===== src/rtl/sensor_prio_selector.sv =====
// sensor_prio_selector: registered highest-index-sensor command selector with dwell hold and master override
module sensor_prio_selector #(
  parameter int NCH = 16,
  parameter int W = 2,
  parameter int DWELL = 4,
  localparam int CW = $clog2(NCH)
) (
  input  logic            clk,
  input  logic            rst_n,
  input  logic            en,
  input  logic            m,
  input  logic [NCH*W-1:0] cmd,
  input  logic [NCH-1:0]  s,
  output logic [W-1:0]    y,
  output logic [CW-1:0]   sel,
  output logic            valid,
  output logic            ovr
);
  localparam int CNTW = DWELL > 0 ? $clog2(DWELL + 1) : 1;
  typedef enum logic [1:0] {IDLE, LOCK, TRACK, OVR} state_t;
  state_t st, nst;
  logic [CW-1:0] win, nsel;
  logic [CNTW-1:0] cnt, ncnt;
  logic any;
  assign any = |s;
  always_comb begin
    win = '0;
    for (int k = 0; k < NCH; k++) win = s[k] ? CW'(k) : win;
  end
  always_comb begin
    nst = st;
    nsel = sel;
    ncnt = cnt;
    if (m) begin
      nst = OVR;
      nsel = '0;
      ncnt = '0;
    end else if (st == LOCK) begin
      ncnt = cnt - 1'b1;
      nst = cnt == CNTW'(1) ? TRACK : LOCK;
    end else if (!any) begin
      nst = IDLE;
      nsel = '0;
    end else if (st != TRACK || win != sel) begin
      nsel = win;
      ncnt = CNTW'(DWELL);
      nst = DWELL > 0 ? LOCK : TRACK;
    end
  end
  always_ff @(posedge clk) begin
    if (!rst_n) begin
      st <= IDLE;
      sel <= '0;
      cnt <= '0;
      y <= '0;
      valid <= 1'b0;
      ovr <= 1'b0;
    end else if (en) begin
      st <= nst;
      sel <= nsel;
      cnt <= ncnt;
      y <= cmd[W*int'(nsel) +: W];
      valid <= (nst == LOCK) || (nst == TRACK);
      ovr <= nst == OVR;
    end
  end
endmodule


===== config.mk =====
export PLATFORM = sky130hd
export DESIGN_NAME = sensor_prio_selector
export DESIGN_NICKNAME = d
export VERILOG_FILES = /design/src/rtl/sensor_prio_selector.sv
export SDC_FILE = /design/constraint.sdc
export NUM_CORES = 1
export LEC_CHECK = 0
export CORE_ASPECT_RATIO = 0.5
export CORE_MARGIN = 2
export CORE_UTILIZATION = 46
export CTS_CLUSTER_SIZE = 25
export DETAILED_ROUTE_END_ITERATION = 16
export PLACE_DENSITY = 0.93
export SYNTH_ARGS = -nofsm -noshare
export SYNTH_HDL_FRONTEND = slang
export SYNTH_SLANG_ARGS = --single-unit

===== constraint.sdc =====
create_clock -name clk -period 7.4 [get_ports clk]
set_input_delay 1.85 -clock clk [delete_from_list [all_inputs] [get_ports clk]]
set_output_delay 1.85 -clock clk [all_outputs]
set_load 0.05 [all_outputs]

==> qor.txt <==
Fmax: 0.178 GHz
Die height: 43.2 um
Synth async-reset ratio: 0
Port Buf Inserts: 59
# DRC: 0
Final WS setup: 1770 ps
CTS root buffer: clkbuf_8
Layout area overhead: 43.9%
PD cells: 125 mW/mm^2
Core area: 0.00296 mm^2
EDFF count, synth: 0
Hold crit path type: flip-flop to flip-flop
Post-synth net total: 218
Share of the synthesized area in the top cell type: 0.191
Worst-margin pin slew: 1120 ps
Core Rows: 14
Die Width: 82.4 um
Critical path endpoint category: flip-flop
Overall fraction of global-route tracks in use: 0.237
CP bufs+invs: 1
Final hold vios: 0
Area leader, netlist: mux2i_1
Final wirelength: 4070 um
Largest delay share family, worst path: simple AND/OR/NAND/NOR gates
Initial antenna violation count: 0
Final cell area excluding filler cells: 0.00203 mm^2
Hold Slack: 525 ps
Cells along the critical path: clkdlybuf4s50_1 > or4_1 > nor4_4 > nor2_1 > and4_1 > a311oi_4 > mux2i_1 > mux2_1 > a221o_1 > a21oi_1
Die area: 0.00356 mm^2
Synthesis-stage register bit count: 13
TritonCTS clock tree: done
RSZ-0062 raised after global routing: false
Outcome: finished, final reports clean
Largest fanout on the critical path: 17
Worst-Skew Late Latency: 250 ps
Setup bufs post-CTS: 0
Share of cells above drive strength 1: 0.0826
Global-route wire length before repair: 6470 um
Num ports: 60
Leak pwr: 0.812 nW
Setup violations, final: 0
Hold Buf Count CTS: 0
CTS Buf Count: 3
N_diodes: 0
Pwr Total: 0.254 mW
Crit-path max cell delay: 900 ps
Slowest CP cell: a311oi_4
Max_cap viols: 0
Clk sinks: 13
Worst EP arrival: 5800 ps
Synth Flop Type: dfxtp_1
Largest net degree at the start of global routing: 18
Initial Utilization: 0.477
CP Class: input port to flip-flop
Nets: 274
Synthesized cell area: 0.00141 mm^2
Vias: 1493
First-pass DRT Iterations: 4
Synth top area cells: mux2i_1 19%, dfxtp_1 18%, nor2b_1 5.8%, nor2_1 4.3%, buf_6 3.2%
Yosys warns: 0
Crit path time final: 5630 ps
Synth unique cells: 50
CP Launch Type: input port
Vias per std cell: 5.79
Sequential area share after synthesis: 0.184
CTS HTree Levels: 1
Max VDD drop: 0.0716 mV
WP data required: 7570 ps
Area after DPL: 0.00199 mm^2
Initial DRC Count: 98
Post-Synthesis Mean Instance Area: 8.67 um^2
Clock Skew: 3.27 ps
Period utilization: 0.761
Fin. max-slew vios: 0
Rel. slew slack: 0.256
Routability cong.: 0.833
Dpl hpwl: 3110 um
Mapped Cells: 163
Clock tree buffer depth: 2
Grt ovf: 0
WL per Instance: 15.8 um
Final TNS setup: 0 ps
Cts repair resizes: 0
Antenna-violating nets left: 0
Clock slew at reported path FFs: 60 ps
Worst slack at placement: 1560 ps
Vias in the first global route: 1507
==> worst reg2reg max path, delay by kind of cell (launching register included) <==
kind / cells / cell delay [ps]
AO/OA/AOI/OAI: 3 / 1390
AND/OR/NAND/NOR: 2 / 620
flip-flops: 1 / 370
multiplexers: 3 / 1030
==> state kept, by name, summed over array words and instances, names as in the netlist <==
register and count:
ovr 1, valid 1, y 2, sel 4
st 2, cnt 3
==> cells in the mapped netlist (2+ instances only) <==
library cell  count
or3_1             2
nor3_1            2
o21ai_0           7
a31oi_1           3
nor2b_1          13
nor2_1           16
clkbuf_1          3
a21oi_1           7
mux2_2            3
inv_1             5
o211a_1           2
buf_6             4
mux2i_1          27
dfxtp_1          13
or2_2             2
a221o_1           2
or4_1             2
nor4_1            4
o31ai_1           2
o21bai_1          3
ha_1              3
nand2b_1          3
nand2_1           4
o21a_1            3
and2_1            3
==> final cells by class <==
cell class              instances  area (um^2)
multi-input cells             136         1060
fillers                       234          927
repair buffers                 59          591
flip-flops and latches         13          260
well taps                      40         50.0
clock buffers                   4         45.0
inverters                       6         22.5
==> where the power goes <==
group | switching [mW] | internal (mW)
Sequential | 0.00488 | 0.0748
Clock | 0.0280 | 0.0381
Combinational | 0.0518 | 0.0562
==> path summary, 6_finish.rpt <==
check	slack (ps)	end	from	cells after the start
hold / removal	530	cnt[1]$_SDFFE_PN0P_	cnt[1]$_SDFFE_PN0P_	2
hold reg to reg	530	cnt[1]$_SDFFE_PN0P_	cnt[1]$_SDFFE_PN0P_	2
setup reg to reg	3910	y[1]$_SDFFE_PN0P_	st[1]$_SDFFE_PN0P_	8
setup / recovery	1770	y[1]$_SDFFE_PN0P_	s[12]	10
==> per-stage QoR <==
step | util | std cells
after floorplan | - | 163
after global placement | 0.672 | 254
after detailed placement | 0.672 | 254
after CTS | 0.687 | 258
after global routing | 0.687 | 258
final | 0.687 | 258
==> layout by cell type (no fill, tap or decap), types with 4 or more instances in the layout <==
cell and n:
nor2b_1 13, mux2i_1 27, inv_1 5, nand2_1 4, nor4_1 4, o21ai_0 7
a21oi_1 7, clkdlybuf4s50_1 59, dfxtp_1 13, nor2_1 16
==> cell families (layout without fill, tap and decap cells) <==
kind of cell,Yosys count,in the layout,synth area share
simple gates,59,59,0.259
mux,31,31,0.223
buf+inv,14,69,0.0700
compound gates,43,43,0.237
fa+ha+maj,3,3,0.0266
flops,13,13,0.184
==> routing by layer <==
layer | vias up | track usage | part of all wire
li1 | 721 | - | -
met1 | 700 | 0.274 | 0.44
met2 | 63 | 0.411 | 0.47
met3 | 9 | 0.0511 | 0.063
met4 | 0 | 0.117 | 0.021
met5 | - | 0 | 0
Note: power is estimated with default switching activity, not from simulation.
